==> src/rtl/chan_link_pkg.sv <==
// Shared definitions for the multi-channel link FIFO: level width helper and
// the default geometry used by benches.
package chan_link_pkg;

    localparam int DEF_WIDTH = 8;
    localparam int DEF_DEPTH = 2;

    // Occupancy counter must hold 0..depth inclusive.
    function automatic int level_width(input int depth);
        return $clog2(depth + 1);
    endfunction

endpackage

==> src/rtl/chan_link_fifo_ch.sv <==
// Single-channel FIFO: storage, wrapping pointers, explicit level counter and
// valid/ready handshakes on both sides.
module chan_link_fifo_ch
    import chan_link_pkg::*;
#(
    parameter int WIDTH = DEF_WIDTH,
    parameter int DEPTH = DEF_DEPTH,
    parameter int LW    = level_width(DEPTH)
) (
    input  logic             clk,
    input  logic             rst_n,
    input  logic             flush,
    input  logic             in_valid,
    output logic             in_ready,
    input  logic [WIDTH-1:0] in_data,
    output logic             out_valid,
    input  logic             out_ready,
    output logic [WIDTH-1:0] out_data,
    output logic [LW-1:0]    level
);

    localparam int PW = $clog2(DEPTH);

    logic [WIDTH-1:0] mem_r [DEPTH];
    logic [PW-1:0]    wr_ptr_r;
    logic [PW-1:0]    rd_ptr_r;
    logic [LW-1:0]    level_r;
    logic [LW-1:0]    level_nxt_s;
    logic             in_ready_s;
    logic             out_valid_s;
    logic             push_s;
    logic             pop_s;

    assign in_ready_s  = (level_r != LW'(DEPTH)) && !flush;
    assign out_valid_s = (level_r != LW'(0));
    assign push_s      = in_valid && in_ready_s;
    // A pop presented during flush is discarded.
    assign pop_s       = out_valid_s && out_ready && !flush;

    assign in_ready  = in_ready_s;
    assign out_valid = out_valid_s;
    assign out_data  = mem_r[rd_ptr_r];
    assign level     = level_r;

    // Next occupancy from the push/pop pair.
    always_comb begin
        level_nxt_s = level_r;
        if (push_s && !pop_s) begin
            level_nxt_s = level_r + LW'(1);
        end else if (!push_s && pop_s) begin
            level_nxt_s = level_r - LW'(1);
        end else begin
            level_nxt_s = level_r;
        end
    end

    // Pointer and level registers; flush clears them but not storage.
    always_ff @(posedge clk or negedge rst_n) begin
        if (!rst_n) begin
            wr_ptr_r <= PW'(0);
            rd_ptr_r <= PW'(0);
            level_r  <= LW'(0);
        end else if (flush) begin
            wr_ptr_r <= PW'(0);
            rd_ptr_r <= PW'(0);
            level_r  <= LW'(0);
        end else begin
            if (push_s) begin
                wr_ptr_r <= wr_ptr_r + PW'(1);
            end
            if (pop_s) begin
                rd_ptr_r <= rd_ptr_r + PW'(1);
            end
            level_r <= level_nxt_s;
        end
    end

    // Word storage, zeroed only by reset.
    always_ff @(posedge clk or negedge rst_n) begin
        if (!rst_n) begin
            for (int i = 0; i < DEPTH; i++) begin
                mem_r[i] <= WIDTH'(0);
            end
        end else if (push_s) begin
            mem_r[wr_ptr_r] <= in_data;
        end
    end

endmodule

==> src/rtl/chan_link_fifo.sv <==
// N independent link channels, each with its own FIFO; flush is the only
// signal shared between channels.
module chan_link_fifo
    import chan_link_pkg::*;
#(
    parameter int WIDTH    = DEF_WIDTH,
    parameter int CHANNELS = 4,
    parameter int DEPTH    = DEF_DEPTH
) (
    input  logic                                   clk,
    input  logic                                   rst_n,
    input  logic                                   flush,
    input  logic [CHANNELS-1:0]                    in_valid,
    output logic [CHANNELS-1:0]                    in_ready,
    input  logic [CHANNELS*WIDTH-1:0]              in_data,
    output logic [CHANNELS-1:0]                    out_valid,
    input  logic [CHANNELS-1:0]                    out_ready,
    output logic [CHANNELS*WIDTH-1:0]              out_data,
    output logic [CHANNELS*level_width(DEPTH)-1:0] level
);

    localparam int LW = level_width(DEPTH);

    for (genvar g = 0; g < CHANNELS; g++) begin : g_ch
        chan_link_fifo_ch #(
            .WIDTH (WIDTH),
            .DEPTH (DEPTH),
            .LW    (LW)
        ) u_ch (
            .clk       (clk),
            .rst_n     (rst_n),
            .flush     (flush),
            .in_valid  (in_valid[g]),
            .in_ready  (in_ready[g]),
            .in_data   (in_data[g*WIDTH +: WIDTH]),
            .out_valid (out_valid[g]),
            .out_ready (out_ready[g]),
            .out_data  (out_data[g*WIDTH +: WIDTH]),
            .level     (level[g*LW +: LW])
        );
    end

endmodule
==> config.mk <==
export PLATFORM = sky130hd
export DESIGN_NAME = chan_link_fifo
export DESIGN_NICKNAME = d
export VERILOG_FILES = /design/src/rtl/chan_link_pkg.sv /design/src/rtl/chan_link_fifo_ch.sv /design/src/rtl/chan_link_fifo.sv
export SDC_FILE = /design/constraint.sdc
export NUM_CORES = 1
export LEC_CHECK = 0
export ABC_AREA = 1
export CORE_MARGIN = 10
export CORE_UTILIZATION = 50
export CTS_BUF_LIST = sky130_fd_sc_hd__clkbuf_2
export DETAILED_ROUTE_END_ITERATION = 10
export GPL_TIMING_DRIVEN = 0
export PLACE_DENSITY = 0.81
export SYNTH_ARGS = -nofsm -noshare
export SYNTH_HDL_FRONTEND = slang
export SYNTH_SLANG_ARGS = --single-unit
==> constraint.sdc <==
create_clock -name clk -period 1.7 [get_ports clk]
set_clock_uncertainty 0.2 [all_clocks]
set_input_delay 0.34 -clock clk [delete_from_list [all_inputs] [get_ports clk]]
set_output_delay 0.34 -clock clk [all_outputs]
set_load 0.01 [all_outputs]
==> results summary <==
The Yosys step of the flow raised 0 warnings. Among all stages on the critical path, the largest delay is contributed by dfrtp_2. The final period demand of the worst path is just under 2 ns. Headroom to the max-slew limit came out at between 60% and 70%. The critical path is of the flop to output port type.

Entering global routing, the biggest net connects 44 pins. The leakage power figure came out at ~3.1 nW. For this block, the routed nets add up to about 12 mm of wire. The sum of overflow across all layers after global routing is 0. The number of cells produced by synthesis is about 500. The worst hold path belongs to the class input port to asynchronous set/reset pin. In this design, the critical path's most frequently occurring cell is buf_6.

In this run the critical register-to-register path is captured at g_ch[3].u_ch.level[1]$_DFFE_PN0P_. Yosys mapped a number of flops with a built-in enable equal to 0. The fraction of registers with async set or reset after synthesis is 100%.

The die is approximately 110 um tall. The number of top-level design ports came out at between 90 and 100. The final-report setup violation count came out at 66. The library cell used as clock root buffer is clkbuf_2. The number of antenna violations at the first check in global routing was 0.

The number of global-route vias before repair is 3856. The number of DRC violations after detailed routing is 0. After routing, the total negative slack on setup checks comes to -12.50 ns. After clock tree synthesis, the clock-pin slew on the worst setup and hold paths is roughly 0.23 ns. The mean post-synth cell area came out at slightly below 8 um2. The final number of hold-violating endpoints came out at 0. Setup repair after global routing could not meet its margin everywhere. Per report_power, the sequential group accounts for around a third of the total. The library cell used most frequently in the layout, excluding fill and tap cells, is nand2_1. The wire length the detailed router placed on met1 is 4.83 mm.

The share of final-layout standard cells stronger than drive strength 1 came out at a little over two fifths. The proportion of power drawn by combinational gates is between 50% and 60%. In the finished design, the share of the clock period the worst path needs comes to 117%. The die covers approximately 12000 um2.

The detail route stage leaves a number of antenna-violating nets equal to 0. Buffers placed on the I/O ports in this run total between 80 and 90. For this run, the register share of the synthesized area comes to between 50% and 60%. The count of buffer and inverter cells on the critical path is 3. The area growth from synthesis to layout is 58.2%. For this run, the leading register cell type out of synthesis is dfrtp_1. Internal power comes to around 6.2 mW. The first global-routing pass estimated 18.0 mm of wire. The cell area reported after detailed placement came out at just under 5000 um2. The sum of net half-perimeters after detailed placement came out at a little under 7 mm.

Detailed routing inserted a total of just under 4000 vias. The number of inserted diodes is 0. The flow ran to the end, but the final reports show violations. The switching power as a share of total power came out at roughly two fifths. In this run the worst path has a maximum fanout of 4. Leaving out fill and tap cells, the most frequent cells in the layout are nand2_1, dfrtp_1, buf_6. The relative contribution of the clock network to total power came out at a little over a tenth. STA classifies the critical path endpoint as an output port. The worst register-to-register path begins at g_ch[3].u_ch.level[1]$_DFFE_PN0P_. The worst IR drop on VDD came out at around 1.1 mV. Grouping stages by cell kind, the critical path spends the most delay in flip-flops. The wire length on met3 is between 700 and 800 um.

The placement-stage worst setup slack is -0.611 ns. The worst setup path is launched from a flop. The slew at the pin closest to its max-slew limit came out at between 0.5 and 0.6 ns. The total power consumption of the routed design is between 10 and 15 mW. The initial cell density of the core is roughly half. The peak clock frequency supported by timing came out at just over 500 MHz.

Once routing completed, OpenROAD measured the worst setup slack at -0.283 ns. The clock drives 80 sinks. The iteration-0 DRC count of the detailed router came out at about 140. In this run the number of H-tree levels came out at 3. The number of flip-flops and latches in the synthesized netlist came out at 80. The die is around 110 um wide. Clock latency on the worst-skew pair, taken at its later pin, is approximately 0.51 ns. The number of cell rows came out at 32. The arrival time of the worst setup path came out at ~1.4 ns.

The final net count came out at roughly 700. The length in cells of the worst reg-to-reg path is 11. The final weighted congestion in routability-driven placement came out at about 0.78. The largest single stage delay on the critical path is roughly 0.48 ns. Dividing the detail-routed wire length by the instance count gives 16.0 um.

The count of pins over their slew limit came out at 0. The total routing usage reported by global routing came out at about a fifth. The number of optimization iterations in the first detailed-route pass came out at 4. The final reports fail on negative setup slack.

The worst hold-check slack came out at 0.0965 ns. Summed over all nets, wire length on met2 after detailed routing comes to roughly 6.4 mm. The critical path goes through buf_6 > buf_6 > nand2_2 > nand2_1 > buf_2. The switching power total is 4.40 mW. The clock tree from TritonCTS is done. The number of distinct standard cells referenced by the synthesized netlist came out at 26. The core footprint is 7650 um2.

The data required time of the worst path came out at roughly 1.2 ns. The mapped cell area came out at ~4000 um2. The per-cell via count in the routed design is 5.11. The net count after synthesis is about 540. The register-to-register path setup slack is -0.24 ns. Summing all non-filler instances in the final layout gives an area of between 6000 and 7000 um2. The maximum clock insertion buffer count is 2. The tool flagged a number of max-cap violations equal to 0. In this run, CTS created clock tree buffers numbering 9. The topmost layer with routed signal wires is met4. In this run the power density over the cells is between 1500 and 2000 nW/um2.
through the flow:
| step | utilization [%] | std cells |
|---|---|---|
| floorplan | - | 495 |
| finish | 80.4 | 760 |
| global route | 80.4 | 760 |
| global placement | 64.1 | 686 |
| CTS | 72.2 | 734 |
| detailed placement | 64.3 | 687 |
metal layers:
layer,global-route usage (%),up-vias
met5,0,-
met4,7.06,0
met1,21.7,1882
met3,4.64,22
met2,32.8,126
li1,-,1855
sequential cells by signal (all words and copies together), names as in the netlist:
register            count
g_ch.u_ch.mem_r        64
g_ch.u_ch.wr_ptr_r      4
g_ch.u_ch.rd_ptr_r      4
g_ch.u_ch.level         8
power by group through the flow:
stage          Combinational (mW)  Clock [mW]  Sequential, mW
6_report                     6.06        1.16            3.43
3_5_place_dp                 4.30           0            3.31
2_1_floorplan                2.30           0            3.22
4_1_cts                      5.02        1.16            3.32
5_1_grt                      6.62        1.24            3.50
3_3_place_gp                 4.19           0            3.26
cell type report:
class | instances | area, um2
timing repair inverter | 1 | 8.76
fill | 458 | 1500
multi-input combinational | 330 | 1920
clock inverter | 6 | 83.8
sequential | 80 | 2010
tap | 102 | 128
buffer | 14 | 181
inverter | 62 | 269
timing repair buffer | 155 | 1500
clock buffer | 10 | 50.0
synthesized netlist by cell type, types with 2 or more instances:
master | instances | area [um2]
buf_2 | 2 | 10.0
buf_4 | 9 | 67.6
buf_6 | 4 | 45.0
clkbuf_1 | 7 | 26.3
clkinv_1 | 4 | 15.0
dfrtp_1 | 80 | 2000
inv_1 | 54 | 203
inv_2 | 3 | 11.3
nand2_1 | 189 | 709
nand3_1 | 34 | 170
nand3_2 | 3 | 30.0
nor2_1 | 18 | 67.6
o21ai_0 | 56 | 280
o21ai_1 | 10 | 50.1
o21ai_2 | 8 | 70.1
o21bai_1 | 2 | 15.0
or2_1 | 2 | 12.5
xor2_1 | 2 | 17.5
worst max path at each step:
stage | from | end | slack, ns | cells past startpoint
global route | g_ch[2].u_ch.level[1]$_DFFE_PN0P_ | in_ready[2] | -0.39 | 5
global placement | rst_n | g_ch[2].u_ch.mem_r[0]$_DFFE_PN0P_ | -2.75 | 1
detailed placement | g_ch[3].u_ch.rd_ptr_r$_DFFE_PN0P_ | out_data[31] | -0.61 | 5
CTS | g_ch[1].u_ch.level[1]$_DFFE_PN0P_ | in_ready[1] | -0.30 | 5
finish | g_ch[0].u_ch.rd_ptr_r$_DFFE_PN0P_ | out_data[3] | -0.28 | 5
floorplan | flush | g_ch[3].u_ch.mem_r[15]$_DFFE_PN0P_ | 0.10 | 9
cell families after synthesis:
| logic type | after synthesis | share of synthesized area, % |
|---|---|---|
| AOI/OAI and AO/OA | 78 | 11.1 |
| buffers and inverters | 85 | 10.4 |
| DFF | 80 | 51.5 |
| and+or+nand+nor | 250 | 26.5 |
| xor gates and xnor gates | 2 | 0.451 |
timing repair:
| item | in CTS | in global routing |
|---|---|---|
| pin swaps | 18 | 37 |
| buffers inserted | 34 | 26 |
| gates resized for setup | 347 | 125 |
| cloned | 3 | 4 |
| setup endpoints to repair | 71 | 122 |
| hold buffers | 2 | 0 |
| endpoints found under the hold margin | 76 | 0 |
No activity file was read; power rests on OpenSTA's default activity.
